===== config.mk =====
export PLATFORM = sky130hd
export DESIGN_NAME = muldiv_unit
export DESIGN_NICKNAME = d
export VERILOG_FILES = /design/src/rtl/muldiv_unit.sv
export SDC_FILE = /design/constraint.sdc
export NUM_CORES = 1
export LEC_CHECK = 0
export CORE_MARGIN = 3
export CORE_UTILIZATION = 45
export DETAILED_ROUTE_END_ITERATION = 10
export GPL_ROUTABILITY_DRIVEN = 0
export PLACE_DENSITY = 0.75
export SYNTH_ARGS = -nofsm -noshare
export SYNTH_HDL_FRONTEND = slang
export SYNTH_SLANG_ARGS = --single-unit
export TNS_END_PERCENT = 50

===== constraint.sdc =====
create_clock -name clk -period 2.95 [get_ports clk]
set_input_delay 0.7375 -clock clk [delete_from_list [all_inputs] [get_ports clk]]
set_output_delay 0.7375 -clock clk [all_outputs]
set_load 0.005 [all_outputs]

===== src/rtl/muldiv_unit.sv =====
// Iterative 32x32 multiply/divide unit: one shift-add or restoring shift-subtract step per cycle,
// sign fix-up in a final cycle, results held in HI/LO until the next completion.
module muldiv_unit #(
  parameter int WIDTH = 32
) (
  input  logic             clk,
  input  logic             rst_n,
  input  logic             start,
  input  logic [1:0]       op,
  input  logic [WIDTH-1:0] operand_a,
  input  logic [WIDTH-1:0] operand_b,
  output logic             busy,
  output logic             done,
  output logic             div_by_zero,
  output logic [WIDTH-1:0] hi,
  output logic [WIDTH-1:0] lo
);
  localparam int CW = (WIDTH > 1) ? $clog2(WIDTH) : 1;

  typedef enum logic [1:0] {S_IDLE, S_CALC, S_FIX} state_e;

  typedef struct packed {
    logic             is_div;
    logic             is_sgn;
    logic             sa;
    logic             sb;
    logic [WIDTH-1:0] a_raw;
    logic [WIDTH-1:0] b_abs;
  } req_t;

  state_e             state_q;
  logic [CW-1:0]      cnt_q;
  req_t               req_q, req_d;
  logic [2*WIDTH-1:0] acc_q, acc_d;
  logic               busy_q, done_q, dbz_q;
  logic [WIDTH-1:0]   hi_q, lo_q;

  logic [WIDTH-1:0]   abs_a, abs_b;
  logic [WIDTH:0]     mul_sum, div_r, div_rem;
  logic               div_ge;
  logic [2*WIDTH-1:0] prod_fix;
  logic [WIDTH-1:0]   quo_fix, rem_fix;

  always_comb begin
    abs_a = (op[0] && operand_a[WIDTH-1]) ? -operand_a : operand_a;
    abs_b = (op[0] && operand_b[WIDTH-1]) ? -operand_b : operand_b;
    req_d.is_div = op[1];
    req_d.is_sgn = op[0];
    req_d.sa     = op[0] & operand_a[WIDTH-1];
    req_d.sb     = op[0] & operand_b[WIDTH-1];
    req_d.a_raw  = operand_a;
    req_d.b_abs  = abs_b;
  end

  // acc holds {partial product, multiplier} or {remainder, dividend/quotient}; both start as {0, |a|}
  always_comb begin
    mul_sum = {1'b0, acc_q[2*WIDTH-1:WIDTH]} + (acc_q[0] ? {1'b0, req_q.b_abs} : '0);
    div_r   = acc_q[2*WIDTH-1:WIDTH-1];
    div_ge  = div_r >= {1'b0, req_q.b_abs};
    div_rem = div_ge ? (div_r - {1'b0, req_q.b_abs}) : div_r;
    if (req_q.is_div) acc_d = {div_rem[WIDTH-1:0], acc_q[WIDTH-2:0], div_ge};
    else              acc_d = {mul_sum, acc_q[WIDTH-1:1]};
  end

  always_comb begin
    prod_fix = (req_q.sa ^ req_q.sb) ? -acc_q : acc_q;
    quo_fix  = (req_q.sa ^ req_q.sb) ? -acc_q[WIDTH-1:0] : acc_q[WIDTH-1:0];
    rem_fix  = req_q.sa ? -acc_q[2*WIDTH-1:WIDTH] : acc_q[2*WIDTH-1:WIDTH];
  end

  always_ff @(posedge clk or negedge rst_n) begin
    if (!rst_n) begin
      state_q <= S_IDLE;
      cnt_q   <= '0;
      req_q   <= '0;
      acc_q   <= '0;
      busy_q  <= 1'b0;
      done_q  <= 1'b0;
      dbz_q   <= 1'b0;
      hi_q    <= '0;
      lo_q    <= '0;
    end else begin
      done_q <= 1'b0;
      dbz_q  <= 1'b0;
      case (state_q)
        S_IDLE: if (start) begin
          req_q   <= req_d;
          acc_q   <= {{WIDTH{1'b0}}, abs_a};
          cnt_q   <= '0;
          state_q <= S_CALC;
        end
        S_CALC: begin
          busy_q <= 1'b1;
          acc_q  <= acc_d;
          cnt_q  <= cnt_q + 1'b1;
          if (cnt_q == CW'(WIDTH-1)) state_q <= S_FIX;
        end
        S_FIX: begin
          busy_q  <= 1'b0;
          done_q  <= 1'b1;
          state_q <= S_IDLE;
          if (req_q.is_div && req_q.b_abs == '0) begin
            dbz_q <= 1'b1;
            hi_q  <= req_q.a_raw;
            lo_q  <= '1;
          end else if (req_q.is_div) begin
            hi_q <= rem_fix;
            lo_q <= quo_fix;
          end else begin
            hi_q <= prod_fix[2*WIDTH-1:WIDTH];
            lo_q <= prod_fix[WIDTH-1:0];
          end
        end
        default: state_q <= S_IDLE;
      endcase
    end
  end

  assign busy        = busy_q;
  assign done        = done_q;
  assign div_by_zero = dbz_q;
  assign hi          = hi_q;
  assign lo          = lo_q;
endmodule


==> flow_results.org <==
** Route
- Detailed-routing iteration count for the pre-antenna-repair pass :: 10
- DRC violation count after routing :: 0
- Vias per std cell :: 6.06
- Summing over every cut layer, the via total after detailed routing is 16600.
- WL final :: 54200 um
- Wire length per cell after detailed routing :: 19.8 um
- Violation count after the first detailed-routing iteration :: 1692
- Antenna Nets Post-Route :: 0

** Layout
- In the layout the commonest cells are 292 x buf_4, 213 x nand2_1, 196 x dfrtp_1.
- The sequential cells in the finished layout cover a total of 0.00514 mm2.
- Once layout is complete, the utilization of the core stands at 62.7%.
- From synthesis to final layout, the design area changed by 36.0%.
- Summing all multi-input logic gate instances after layout gives 0.0105 mm2.
- Proportion of layout cells with a drive suffix above 1 :: 23.8%
- Filler cell count in the final layout :: 2714
- Leaving out fill and tap cells, the most frequent cell in the layout is buf_4.
- The number of antenna diodes in the final layout is 0.
- In the final design database the tool counted 2412 nets.

** Clocking
- The tree is rooted in a clkbuf_16.
- CTS tree :: done
- Hold_buf cts :: 0
- The clock net in this run drives a total of 205 sinks.
- At the later pin of the worst-skew pair, clock insertion delay measures 540 ps.
- CTS built an H-tree with a depth of 1.
- The number of clock buffers added by TritonCTS is 24.
- After clock tree synthesis, the clock-pin slew on the worst setup and hold paths is 60 ps.
- Number of buffers between clock root and the deepest sink :: 3

** Critical path
- In this run the worst path has a maximum fanout of 3.
- Data on the critical path arrives at its endpoint at 3720 ps.
- Reg2reg start :: req_q[0]
- Reg-to-reg endpoint :: acc_q[61]
- The worst register-to-register path has a setup slack of -300 ps.
- Crit end category :: flip-flop
- STA puts the critical path data required time at 3420 ps.
- Kind of launch point of the worst setup path :: flip-flop
- The critical path in this run is classified as flip-flop to flip-flop.
- Reg2Reg Depth :: 13
- Setup crit start :: req_q[0]
- Capture point of the critical path :: acc_q[61]

** STA
- For the final database, setup skew stands at 16.9 ps.
- Setup violations remaining at the end of the flow were counted as 32.
- Period utilisation layout :: 110%
- At the pin with the least slew margin, the transition time is 905 ps.
- Number of hold violations in the final report :: 0
- The final number of max-transition violations is 0.
- The worst pin sits at a relative slew slack of 39.6%.
- Peak Freq :: 0.308 GHz
- Setup repair after global routing could not meet its margin everywhere.
- Final WS setup :: -300 ps
- Final critical path time including I/O delays and setup :: 3250 ps

** Global route
- For this run the aggregate overflow at the end of global routing stands at 0.
- Vias in the first global route :: 15900
- The first global-routing pass estimated 81500 um of wire.
- Entering global routing, the biggest net connects 102 pins.
- Number of antenna violations at the first check in global routing :: 0
- Aggregate global-route resource usage :: 27.1%

** Logic synthesis
- Number of register bits inferred by synthesis :: 205
- Avg Cell Area, Syn :: 8.17 um2
- Sequential cells were found to cover 32.9% of the synthesized design area.
- Synth Net Count :: 2054
- Ys flop type :: dfrtp_1
- Gate count of the mapped netlist :: 1910
- Yosys printed 0 warnings.
- Yosys mapped the design onto 81 distinct sky130hd cell types.
- In the synthesized netlist the async set-or-reset flop fraction comes to 100%.
- Summing every instance area after synthesis gives 0.0156 mm2.
- In this run, synthesis inferred 0 flip-flops with an integrated enable.

** Floorplanning
- Horizontal die dimension :: 192 um
- Floorplan die height :: 192 um
- The total area inside the core boundary comes to 0.0339 mm2.
- Number of placement rows :: 67
- The initial utilization of the core area, before any placement, comes to 46.1%.
- 136 I/O pins were placed.
- Die footprint :: 0.0370 mm2

** Flow run
- Max-capacitance violation count :: 0

** Power and ir drop
- In this run the power density over the cells is 1050 mW/mm2.
- Power Total :: 22.3 mW
- The worst-case IR drop observed on VDD is 0.701 mV.
- Static leakage :: 9.52 nW

** Run status
- The run finished, with violations left.
- The final reports fail on negative setup slack.

** Placement
- The HPWL after detailed placement is 38200 um.
- Number of buffer cells added on primary ports :: 135

** Hold path
- Hold WC Path Type :: input pin to async pin
Yosys cell counts (13+ instances only):
library cell | count | area, um2
mux2_2 | 36 | 405
a31oi_1 | 25 | 156
a21oi_1 | 136 | 681
clkbuf_1 | 95 | 357
o211ai_1 | 13 | 97.6
nand2_1 | 217 | 815
ha_1 | 73 | 913
o21ai_0 | 210 | 1050
mux2i_1 | 35 | 350
nor4_1 | 19 | 119
or3_1 | 14 | 87.6
nor2b_1 | 13 | 81.3
nor2_1 | 175 | 657
and2_1 | 16 | 100
o41ai_1 | 13 | 114
xnor2_1 | 92 | 806
nand2b_1 | 14 | 87.6
nand4_1 | 13 | 81.3
o22a_1 | 26 | 228
xor2_1 | 77 | 674
nand3_1 | 29 | 145
a21o_1 | 39 | 293
o22ai_1 | 15 | 93.8
dfrtp_1 | 205 | 5130
inv_1 | 87 | 327
o31ai_1 | 15 | 113
nor3_1 | 34 | 170
where the power goes:
part           total, mW  internal [mW]  switching, mW  leakage [nW]
clock               3.23           1.98           1.25         0.425
combinational       14.5           6.42           8.12          6.46
sequential          4.47           3.66          0.811          2.64
per-stage QoR:
stage / std cells / area [um2] / setup slack, ps / hold WS, ps / setup TNS (ps)
5_1_grt: 2734 / 21200 / -383 / 212 / -6250
2_1_floorplan: 1910 / 15700 / -60.7 / 442 / -181
3_5_place_dp: 2657 / 19300 / -518 / 474 / -14110
6_report: 2734 / 21200 / -300 / 182 / -2910
4_1_cts: 2711 / 20500 / -161 / 202 / -1100
3_3_place_gp: 2657 / 19300 / -512 / 462 / -11540
timing repair:
action | in CTS | in global routing
resized for setup | 63 | 130
cloned | 0 | 4
buffers inserted | 10 | 20
pin swaps | 29 | 63
endpoints found under the setup margin | 48 | 63
hold endpoints to repair | 0 | 0
worst max-delay path: stages, from the launching register on:
cell      delay (ps)
dfrtp_1          430
and2_4           200
ha_4             140
inv_2             40
fa_2             360
nor2b_4          160
o31a_1           200
o31a_1           260
a211oi_4         120
or4_4            440
a21o_1           210
a21o_1           180
a2111o_1         360
nand3_1           80
state kept, by name (all words and copies together) (netlist names):
name and count:
acc_q 64, busy 1, cnt_q 5, div_by_zero 1
done 1, hi 32, lo 32, req_q 67
state_q 2
logic make-up after synthesis:
| group | Yosys count | share of synthesized area (%) |
|---|---|---|
| compound gates | 594 | 23.6 |
| xor+xnor | 169 | 9.48 |
| fa+ha+maj | 75 | 6.11 |
| buf+inv | 201 | 5.30 |
| flops | 205 | 32.9 |
| mux | 72 | 4.94 |
| simple gates | 594 | 17.7 |
per-layer routing:
| metal | share of wire, % | vias to the layer above | routed length [um] | GRT usage (%) |
|---|---|---|---|---|
| li1 | - | 7531 | - | - |
| met1 | 39 | 7858 | 21000 | 35.2 |
| met2 | 47 | 949 | 25300 | 45.7 |
| met3 | 9.5 | 223 | 5150 | 3.89 |
| met4 | 5.1 | 0 | 2750 | 10.5 |
| met5 | 0 | - | 0 | 0 |
cell type report:
type                       instances  share of cell area [%]
inverter                          87                    1.57
multi-input combinational       1504                    49.2
sequential                       205                    24.2
timing repair buffer             446                    18.3
clock buffer                      36                    3.47
tap                              448                    2.64
clock inverter                     8                   0.560
how the worst min path moves through the flow:
stage	to	start	slack, ps	cells after the start
final	lo[11]	rst_n	180	1
after global routing	lo[8]	rst_n	210	1
after CTS	lo[8]	rst_n	200	1
after detailed placement	req_q[10]	req_q[10]	470	2
after global placement	req_q[12]	req_q[12]	460	2
after floorplan	acc_q[0]	rst_n	440	0
Note: power is estimated with default switching activity, not from simulation.
==> patch (same flow settings) <==
Encoding of `state_e`: now one-hot (3 bits for 3 states).
--- a/src/rtl/muldiv_unit.sv
+++ b/src/rtl/muldiv_unit.sv
@@ -17,7 +17,7 @@
 );
   localparam int CW = (WIDTH > 1) ? $clog2(WIDTH) : 1;
 
-  typedef enum logic [1:0] {S_IDLE, S_CALC, S_FIX} state_e;
+  typedef enum logic [2:0] {S_IDLE = 3'b001, S_CALC = 3'b010, S_FIX = 3'b100} state_e;
 
   typedef struct packed {
     logic             is_div;
Function: same outputs for any inputs over 10 cycles, from zero or initial values and one cycle with rst_n low; not proved beyond that.
==> patch against the original RTL <==
The flow still finishes with violations (setup timing). Cell area down 0.18%. Setup slack better by 0.22 ns. Largest power group unchanged. Total power up 7.0%. Synthesized cell count up 1.5%. Routed wire length up 4.6%. Utilization up 0.35 points. Sequential cell count up 1. Die area down 1.2%. Largest cell class unchanged. Clock power up 3%. Synthesized area down 1.2%. Fmax up 7.4%.
==> patch: results (changes against the original RTL) <==
| Metric | Value |
|---|---|
| Detailed-placement wirelength estimate | `41500 um (+8.8%)` |
| Cell count after placement | `2736 (+3.0%)` |
| Pint | `12700 uW (+5.4%)` |
| Violated checks | `setup timing` |
| Final setup fails | `14 (-56%)` |
| Finished Layout Cells | `2804 (+2.6%)` |
| Outcome | `finished with violations` |
| FF-to-FF End | `acc_q[63]` |
| Vias in the first global route | `16500 (+3.6%)` |
| Crit path max fanout | `11 (+8)` |
| Share of layout cells above drive strength 1 | `22.8% (-1.0 points)` |
| Synth top cells by count | `289 x nand2_1, 205 x dfrtp_1, 196 x o21ai_0` |
| Placed Area | `19500 um^2 (+0.90%)` |
| Setup ws final | `-0.0771 ns (+0.223 ns)` |
| Initial DRC count | `1587 (-6.2%)` |
| Syn nets | `2079 (+1.2%)` |
| Leak | `0.00953 uW (+0.12%)` |
| Vias per cell | `6.03 (-0.43%)` |
| Drt pass-1 iters | `6 (-4)` |
| Synth top area cells | `dfrtp_1 33%, nand2_1 7.0%, o21ai_0 6.4%` |
| Global-route wire length before repair | `87200 um (+7.1%)` |
| Total CTS buffers | `25 (+4.2%)` |
| Peak supply drop | `0.000788 V (+12%)` |
| Slew margin rel. | `39.1% (-0.59 points)` |
| Largest net degree at the start of global routing | `73 (-28%)` |
| Gr usage total | `29.8% (+2.7 points)` |
| RR Startpoint | `acc_q[0]` |
| Worst Skew | `0.0186 ns (+0.00162 ns)` |
| Slowest CP cell | `dfrtp_1` |
| CP max stage delay | `0.41 ns (-0.03 ns)` |
| Routed len/inst | `20.2 um (+2.0%)` |
| R2R Setup Slk | `-0.08 ns (+0.22 ns)` |
[patch: timing repair]
item	in CTS	in global routing
endpoints found under the setup margin	37	56
resized for setup	55	104
pin swaps	18	47
setup buffers	7	14
hold endpoints to repair	0	0
cloned	0	1
hold buffers	0	0
[patch: worst min-delay path by stage]
| stage | start | to | slack (ns) | cells past startpoint |
|---|---|---|---|---|
| floorplan | rst_n | acc_q[0] | 0.44 | 0 |
| global placement | req_q[37] | req_q[37] | 0.45 | 2 |
| detailed placement | lo[6] | lo[6] | 0.46 | 2 |
| CTS | rst_n | lo[14] | 0.19 | 1 |
| global route | rst_n | lo[14] | 0.21 | 1 |
| finish | rst_n | lo[16] | 0.19 | 1 |
[patch: cell families after synthesis]
logic type      after synthesis  synth area share, %
simple gates                703                 21.3
compound gates              572                 22.5
flops                       206                 33.4
xor+xnor                    169                 9.60
buf+inv                     169                 4.20
fa+ha+maj                    72                 5.94
mux                          47                 3.06
[patch: power groups by stage]
stage	combinational [uW]	clock (uW)	sequential [uW]
2_1_floorplan	8760	0	4380
3_3_place_gp	13900	0	4420
3_5_place_dp	14300	0	4460
4_1_cts	14800	3330	4430
5_1_grt	17200	3460	4550
6_report	16000	3320	4470
[patch: through the flow]
step / util [%] / TNS (ns) / worst slack, ns
2_1_floorplan: - / -0.0617 / -0.0326
3_3_place_gp: 57.9 / -7.22 / -0.585
3_5_place_dp: 57.9 / -10.40 / -0.617
4_1_cts: 61.5 / -0.133 / -0.0452
5_1_grt: 63.1 / -2.55 / -0.177
6_report: 63.1 / -0.639 / -0.0771
[patch: routing by layer]
metal  global-route usage [%]  up-vias  wire length [um]
met5                        0        -                12
met4                     17.0        2              3750
met3                     4.40      238              5280
met2                     48.8      962             25900
met1                     37.6     8028             21800
li1                         -     7682                 -
[patch: final cells by class]
class / count / area [um^2]
clock buffer: 31 / 668
clock inverter: 15 / 210
fill: 2726 / 12400
inverter: 61 / 229
multi-input combinational: 1563 / 10300
sequential: 206 / 5160
tap: 448 / 561
timing repair buffer: 480 / 4050
